File: config.mk
export PLATFORM = sky130hd
export DESIGN_NAME = pipe_skid_stage
export DESIGN_NICKNAME = d
export VERILOG_FILES = /design/src/rtl/pipe_pkg.sv /design/src/rtl/sat_counter.sv /design/src/rtl/pipe_skid_stage.sv
export SDC_FILE = /design/constraint.sdc
export NUM_CORES = 1
export LEC_CHECK = 0
export ABC_CLOCK_PERIOD_IN_PS = 8400
export CAP_MARGIN = 20
export CORE_MARGIN = 2
export CORE_UTILIZATION = 47
export CTS_CLUSTER_DIAMETER = 80
export CTS_CLUSTER_SIZE = 20
export DETAILED_ROUTE_END_ITERATION = 8
export GPL_TIMING_DRIVEN = 0
export PLACE_DENSITY = 0.79
export SLEW_MARGIN = 30
export SYNTH_ARGS = -nofsm -noshare
export SYNTH_HDL_FRONTEND = slang
export SYNTH_HIERARCHICAL = 1
export SYNTH_SLANG_ARGS = --single-unit
File: constraint.sdc
create_clock -name Clock -period 8.4 [get_ports Clock]
set_input_delay 1.26 -clock Clock [delete_from_list [all_inputs] [get_ports Clock]]
set_output_delay 1.26 -clock Clock [all_outputs]
set_load 0.005 [all_outputs]
File: src/rtl/pipe_pkg.sv
// Shared definitions for the skid-buffered pipeline stage: occupancy states,
// default payload/counter widths and a state-to-occupancy helper.
package pipe_pkg;

    // Default payload width: one bundle such as IR/Pc4/Pc/operands
    localparam int DEFAULT_WIDTH = 128;

    // Default width of the back-pressure (stall) counter
    localparam int DEFAULT_CNT_W = 16;

    // Number of entries held by the stage, encoded directly as the state
    typedef enum logic [1:0] {
        EMPTY = 2'd0,
        ONE   = 2'd1,
        TWO   = 2'd2
    } skid_state_t;

    // Translate a state into the number of payloads currently held
    function automatic logic [1:0] occupancy_of(input skid_state_t state);
        logic [1:0] occ;
        occ = 2'd0;
        case (state)
            EMPTY:   occ = 2'd0;
            ONE:     occ = 2'd1;
            TWO:     occ = 2'd2;
            default: occ = 2'd0;
        endcase
        return occ;
    endfunction

    // True when the state leaves room for another payload
    function automatic logic has_room(input skid_state_t state);
        return (state != TWO);
    endfunction

endpackage

File: src/rtl/sat_counter.sv
// Saturating up-counter with asynchronous active-high reset. Counts one per
// rising edge while inc is high and sticks at its all-ones maximum.
module sat_counter #(
    parameter int WIDTH = 16
) (
    input  logic             clock,
    input  logic             reset,
    input  logic             inc,
    output logic [WIDTH-1:0] count
);

    logic at_max;

    // Saturation detect: the counter must never wrap back to zero
    always_comb begin
        at_max = (count == {WIDTH{1'b1}});
    end

    // Count register: cleared by reset, advanced only below the maximum
    always_ff @(posedge clock or posedge reset) begin
        if (reset) begin
            count <= '0;
        end else if (inc && !at_max) begin
            count <= count + WIDTH'(1);
        end
    end

endmodule

File: src/rtl/pipe_skid_stage.sv
// Two-entry skid-buffered pipeline register. The main entry drives Out_Data
// and the skid entry absorbs the one payload that can arrive while downstream
// stalls, so In_Ready can be a flop with no path from Out_Ready. Flush empties
// both entries; a stall counter records back-pressured cycles.
module pipe_skid_stage
    import pipe_pkg::*;
#(
    parameter int               WIDTH       = DEFAULT_WIDTH,
    parameter logic [WIDTH-1:0] CLEAR_VALUE = '0,
    parameter int               CNT_W       = DEFAULT_CNT_W
) (
    input  logic             Clock,
    input  logic             Reset,
    input  logic             In_Valid,
    output logic             In_Ready,
    input  logic [WIDTH-1:0] In_Data,
    input  logic             Flush,
    output logic             Out_Valid,
    input  logic             Out_Ready,
    output logic [WIDTH-1:0] Out_Data,
    output logic [1:0]       Occupancy,
    output logic [CNT_W-1:0] Stall_Cycles
);

    skid_state_t      state;
    skid_state_t      state_next;
    logic [WIDTH-1:0] main_data;
    logic [WIDTH-1:0] main_next;
    logic [WIDTH-1:0] skid_data;
    logic [WIDTH-1:0] skid_next;
    logic             in_ready_q;
    logic             in_ready_next;
    logic             in_xfer;
    logic             out_xfer;
    logic             stalled;

    // Handshake decode: a flushed input is never accepted, while an output
    // handshake in a flush cycle still counts as delivered downstream
    always_comb begin
        in_xfer  = In_Valid && in_ready_q && !Flush;
        out_xfer = Out_Valid && Out_Ready;
        stalled  = Out_Valid && !Out_Ready;
    end

    // Next-state and next-contents logic; held payloads stay put unless an
    // explicit transfer moves them, and Flush overrides everything
    always_comb begin
        state_next = state;
        main_next  = main_data;
        skid_next  = skid_data;

        case (state)
            EMPTY: begin
                if (in_xfer) begin
                    state_next = ONE;
                    main_next  = In_Data;
                end
            end
            ONE: begin
                if (in_xfer && out_xfer) begin
                    state_next = ONE;
                    main_next  = In_Data;
                end else if (in_xfer) begin
                    state_next = TWO;
                    skid_next  = In_Data;
                end else if (out_xfer) begin
                    state_next = EMPTY;
                    main_next  = CLEAR_VALUE;
                end
            end
            TWO: begin
                if (out_xfer) begin
                    state_next = ONE;
                    main_next  = skid_data;
                    skid_next  = CLEAR_VALUE;
                end
            end
            default: begin
                state_next = EMPTY;
                main_next  = CLEAR_VALUE;
                skid_next  = CLEAR_VALUE;
            end
        endcase

        if (Flush) begin
            state_next = EMPTY;
            main_next  = CLEAR_VALUE;
            skid_next  = CLEAR_VALUE;
        end

        in_ready_next = has_room(state_next);
    end

    // State and payload registers; reset discards both entries immediately
    always_ff @(posedge Clock or posedge Reset) begin
        if (Reset) begin
            state      <= EMPTY;
            main_data  <= CLEAR_VALUE;
            skid_data  <= CLEAR_VALUE;
            in_ready_q <= 1'b1;
        end else begin
            state      <= state_next;
            main_data  <= main_next;
            skid_data  <= skid_next;
            in_ready_q <= in_ready_next;
        end
    end

    // Outputs are decoded from registers only
    always_comb begin
        In_Ready  = in_ready_q;
        Out_Valid = (state != EMPTY);
        Out_Data  = main_data;
        Occupancy = occupancy_of(state);
    end

    sat_counter #(
        .WIDTH(CNT_W)
    ) u_stall_counter (
        .clock(Clock),
        .reset(Reset),
        .inc  (stalled),
        .count(Stall_Cycles)
    );

endmodule

======== Word-level counts from Yosys, hierarchy flattened ========
Index checks and enable logic that the tools add are counted.
W data, S select, Z words.
cells by class
  $add $sub $neg .......................... 1
  equal/unequal tests ..................... 11
  mux-type cells .......................... 18
  reductions and logical operators ........ 13
operators by type and width
  kind                     number
  $mux W128                8
  $pmux W128 S3            2
  $add A16 B1 Y16 const B  1
  $eq A16 B16 Y1 const B   1
  $mux W2                  6
  $ne A3 B3 Y1 const B     4
  $ne A4 B4 Y1 const B     2
  $reduce_and A4 Y1        2
  $logic_and A1 B1 Y1      6
  $pmux W2 S3              1
  $ne A2 B2 Y1 const B     2
  $pmux W2 S2              1
  $logic_not A1 Y1         3
  $eq A2 B1 Y1 const B     1
  $eq A2 B2 Y1 const B     1
  $logic_not A2 Y1         1
  $reduce_bool A2 Y1       1
word-level totals
  flip-flop bits (word level) ............. 275
  input bits .............................. 133
  word-level logic and storage cells ...... 48

======== Longest topological paths before layout ========
  depth after elaboration ................. 8
  gate-level depth with buffers ........... 9

======== Modules after synthesis ========
The synthesis kept the hierarchy.
by module, submodules not included
  module           instances  cells each  area each (µm²)
  pipe_skid_stage  1          1186        12947.4
  sat_counter      1          76          797.0

======== Worst setup path after synthesis ========
No wires, ideal clock.
  kind .................................... input to register
  from .................................... in Out_Ready
  to ...................................... reg u_stall_counter.count[15]
  arrival time ............................ 2.626 ns
  data required time ...................... 8.277 ns
  slack ................................... 5.651 ns
  stages on the path ...................... 6
  path buffers ............................ 1
  cell sequence ........................... buf_2 -> nor2b_1 -> nand4_1 -> nor4_1 -> nand4_1 -> xnor2_1
between the ends
  cells in the longest elaborated chain, start to end .. 3
RTL lines
  item                    RTL line               RTL
  start: declaration      pipe_skid_stage.sv:19  input logic Out_Ready,
  $logic_not A1 Y1        pipe_skid_stage.sv:42  stalled = Out_Valid && !Out_Ready;
  $logic_and A1 B1 Y1     pipe_skid_stage.sv:42
  named net stalled       pipe_skid_stage.sv:35  logic stalled;
  $logic_and A1 B1 Y1     sat_counter.sv:23      end else if (inc && !at_max) begin
  end signal: assignment  sat_counter.sv:24      count <= count + WIDTH'(1);
  end: declaration        sat_counter.sv:9       output logic [WIDTH-1:0] count
The timed path passes the listed nets, and every way through them passes these cells.
A chain may end at the register's enable or synchronous reset.

======== Worst setup path in the final report ========
  from .................................... reg state[1]
  to ...................................... out Out_Valid
between the ends
  cells in the longest elaborated chain, start to end .. 1
RTL lines
  item                      RTL line                RTL
  start: declaration        pipe_skid_stage.sv:25   skid_state_t state;
  start signal: assignment  pipe_skid_stage.sv:102  state <= state_next;
  $reduce_bool A2 Y1        pipe_skid_stage.sv:112  Out_Valid = (state != EMPTY);
  end: declaration          pipe_skid_stage.sv:18   output logic Out_Valid,
Every way passes these cells.

==> impl_summary.md <==
Cells and area
Across the whole layout, storage elements account for between 0.006 and 0.007 mm^2. Leaving out fill and tap cells, the most frequent cell in the layout is sky130_fd_sc_hd__clkdlybuf4s50_1. In the final layout, the share of cells above drive strength 1 is 6.696%.

Leaving out fill and tap cells, the most frequent cells in the layout are sky130_fd_sc_hd__clkdlybuf4s50_1 (279), sky130_fd_sc_hd__dfrtp_1 (274), sky130_fd_sc_hd__nand3_1 (136). The layout net count is ~1700. In the final layout, the multi-input gates occupy ~0.0061 mm^2. Relative to the synthesized area, the layout overhead comes to 27.97%. After filler insertion, the fill cell instance count of the layout stands at between 2000 and 2500. The post-route non-filler standard cell count is around 2000.

Timing
Summed over all failing endpoints, the final setup total negative slack is 0 ps. Based on the critical path, the design can be clocked at up to between 200 and 300 MHz. The final-report hold violation count came to 0.

The max-slew violation count is 0. For the final database, setup skew stands at 12.36 ps. Setup repair after global routing left no endpoint under its margin. The worst pin sits at a relative slew slack of 37.47%. The clock period minus final worst setup slack is 3776 ps. In the finished design, the share of the clock period the worst path needs comes to 44.95%. Setup violations remaining at the end of the flow were counted as 0. The actual transition at the worst max-transition pin is about 940 ps.

Logic synthesis
Summing the areas of all and, or, nand and nor instances in the mapped netlist gives between 10% and 20% of the synthesized area. The mean area per synthesized cell is 10.89 um^2. By area the synthesized netlist is led by sky130_fd_sc_hd__dfrtp_1 (50%), sky130_fd_sc_hd__mux2i_1 (9.3%), sky130_fd_sc_hd__a22o_1 (8.2%), sky130_fd_sc_hd__o2bb2ai_1 (8.2%), sky130_fd_sc_hd__nand2b_1 (5.9%).

Sequential cells were found to cover about half of the synthesized design area. Of the total synthesized cell area, the portion taken by full adders, half adders and majority gates is 0.09103%. The synthesized net count is about 1400. By area, the combinational part of the netlist is dominated by compound AO/OA/AOI/OAI gates. The multiplexer fraction of the synthesized cell area is under 10%. The number of instances in the synthesized netlist is around 1300. Among all flip-flop cells after synthesis, the most frequent one is sky130_fd_sc_hd__dfrtp_1. The share of flip-flops with an asynchronous set or reset after synthesis is 100.0%. The largest total area in the synthesized netlist belongs to sky130_fd_sc_hd__dfrtp_1. In this run the biggest area consumer among cell types represents around half of the synthesized area. The number of different library cells in the post-synthesis netlist is 42. The synthesized cell area is 0.01374 mm^2. The XOR/XNOR share of the synthesized area is 0.8284%.

The synthesized netlist devotes between 20% and 30% of its cell area to compound gates. Yosys mapped a number of flops with a built-in enable equal to 0. Synthesis inferred ~280 register bits.

Yosys printed 6 warnings.

Die
The floorplan die area is approximately 0.031 mm^2. The total I/O pin count is roughly 280. The area of the core is ~0.029 mm^2.

The overall die height is between 150 and 200 um. The row count is 62. Once the floorplan was initialized, standard cells occupied between 40 and 50% of the core. In this run the horizontal extent of the chip is 175.0 um.

Critical path
For this run, the slowest stage of the critical path takes approximately 520 ps. The signal on the critical path passes through buf_2 > buf_2 > buf_2 > or2_2 > clkdlybuf4s50_1. The family with the most delay on the worst path is buffers and inverters.

Of all nets on the critical path, the largest fanout is 10. The slowest stage of the critical path belongs to the cell sky130_fd_sc_hd__clkdlybuf4s50_1. The buffers plus inverters on the worst setup path is 4. The most common cell type on the critical path is sky130_fd_sc_hd__buf_2. The critical setup path kind is reg2out. STA classifies the critical path startpoint as a register. The signal arrival time at the worst endpoint is around 2500 ps. The required arrival time at the worst endpoint is 7140 ps.

The element type at the critical path end is an output pin.

Routing
The routed layout has between 10000 and 15000 vias. The count of nets left with antenna violations once routing finished came out at 0. Using the TritonRoute via totals, the vias-per-cell ratio works out to between 5 and 6. The total routed wirelength is 39960 um.

The first-pass iteration count of the detailed router is 5. The detailed router finished its first iteration with ~830 violations. Dividing the detail-routed wire length by the instance count gives ~20 um.

The post-detailed-route DRC marker count is 0.

CTS
Gates resized during post-CTS repair numbered 0. No sink is reached through more buffers than the 3 on the longest clock path. The number of buffers inserted by hold repair at cts is 0. The CTS tree is done.

The H-tree level count is 1. The root buffer cell chosen for the clock tree is sky130_fd_sc_hd__clkbuf_16. The number of clock buffers added by TritonCTS is 17. After clock tree synthesis, the setup repair step added 0 buffers. The clock slew at the register clock pins of the worst setup and hold paths is around 80 ps. For the worst-skew pair, the clock arrives at the later sink with an insertion delay of just under 500 ps. The clock drives roughly 280 sinks.

Pwr
The peak ir drop on the vdd network is between 0.00015 and 0.0002 V. In this run the static leakage power is around 7 nW. The clock share of power is between 20 and 30%.

The fraction of power consumed by combinational cells is roughly a fifth. For this design the total switching power over the nets is between 0.7 and 0.8 mW. The share of total power consumed by net switching is between 20 and 30%. The internal portion of the total power is around 2.1 mW.

The power per cell area is between 150 and 200 mW/mm^2. The total power consumption of the routed design is roughly 2.9 mW. Sequential cells burn slightly above 50% of the power.

Global routing
The via count of the first global-routing pass came to between 10000 and 15000. The first global-routing pass estimated ~63000 um of wire. The maximum number of pins on one net before global-route repair is 83.

The number of antenna violations at the first check in global routing is 2. The combined global-route utilization of all metal layers is 25.37%. Summed over all layers, the global routing overflow is 0.

Placed design
The detailed placer's ending HPWL is ~28000 um. The count of buffers inserted at the top-level ports is about 280. Counting tap cells, the placed design contains a total of 1928 instances.

The weighted congestion at the end of routability-driven global placement is approximately 0.86.

Worst hold path
The class of the tightest hold or removal check is reg2reg.

Run
The tool flagged a number of max-cap violations equal to 0.

Run status
The run finished with clean final reports.
## synthesized netlist by cell type (7+ instances only)
cell type / instances
sky130_fd_sc_hd__o21ai_0: 89
sky130_fd_sc_hd__nand2b_1: 130
sky130_fd_sc_hd__dfrtp_1: 274
sky130_fd_sc_hd__buf_4: 9
sky130_fd_sc_hd__mux2i_1: 128
sky130_fd_sc_hd__xnor2_1: 13
sky130_fd_sc_hd__a22o_1: 128
sky130_fd_sc_hd__nand4_1: 7
sky130_fd_sc_hd__clkbuf_1: 56
sky130_fd_sc_hd__buf_6: 15
sky130_fd_sc_hd__nor2_1: 9
sky130_fd_sc_hd__nand2_1: 13
sky130_fd_sc_hd__buf_2: 50
sky130_fd_sc_hd__nand3_1: 136
sky130_fd_sc_hd__o2bb2ai_1: 128
sky130_fd_sc_hd__o21ai_1: 40
## power groups by stage
stage / sequential (mW) / combinational, mW / clock (mW)
after CTS: 1.45 / 0.592 / 0.862
after global placement: 1.48 / 0.571 / 0
after global routing: 1.46 / 0.635 / 0.908
after detailed placement: 1.48 / 0.588 / 0
final: 1.45 / 0.590 / 0.846
after floorplan: 1.47 / 0.277 / 0
## layout make-up
class,instances,area share (%)
clock inverter,1,0.1707
inverter,6,0.1707
sequential,275,39.13
clock buffer,23,2.547
buffer,130,3.962
tap,384,2.732
antenna,1,0.01423
timing repair buffer,282,16.35
multi-input combinational,851,34.92
## path summary, 6_finish.rpt
| kind | startpoint | endpoint | slack [ps] | cells after the start |
|---|---|---|---|---|
| max | state[1] | Out_Valid | 4620 | 5 |
| min | Out_Data[52] | Out_Data[52] | 510 | 1 |
| max reg2reg | state[1] | u_stall_counter/count[15] | 4870 | 9 |
| min reg2reg | Out_Data[52] | Out_Data[52] | 510 | 1 |
| max in group asynchronous | Reset | skid_data[108] | 6190 | 4 |
| min in group asynchronous | Reset | Out_Data[27] | 1200 | 2 |
## state kept, by name, indices dropped and copies added, names as in the netlist
register and count:
u_stall_counter/count 16, In_Ready 1, Out_Data 128, skid_data 128, state 2
## metrics by stage
stage / area (um^2) / hold slack, ps / setup WS [ps] / utilization [%]
finish: 17590 / 507.6 / 4624 / 61.11
global route: 17590 / 531.8 / 4571 / 61.11
CTS: 17590 / 510.6 / 4629 / 61.10
detailed placement: 17110 / 489.7 / 4576 / 59.44
global placement: 17020 / 481.0 / -3410 / 59.13
floorplan: 13740 / 488.0 / 14.86 / -
## routing by layer
layer / vias to the layer above / track usage (%) / share of wire (%)
met3: 63 / 5.265 / 6.7
met4: 2 / 6.667 / 2.5
li1: 5264 / - / -
met5: - / 0 / 0.033
met1: 5730 / 35.09 / 44
met2: 372 / 40.84 / 47
## kinds of logic after synthesis
family,Yosys count
AOI/OAI and AO/OA,395
buffers and inverters,136
adders and majority gates,1
xor gates and xnor gates,13
DFF,275
muxes,130
and+or+nand+nor,312
## worst register-to-register path, delay by kind of cell, from the launching register on
family / cells / cell delay (ps)
xor gates and xnor gates: 1 / 170
and+or+nand+nor: 5 / 1940
buffers and inverters: 3 / 930
DFF: 1 / 370
Power figures use the tool's default switching activity.
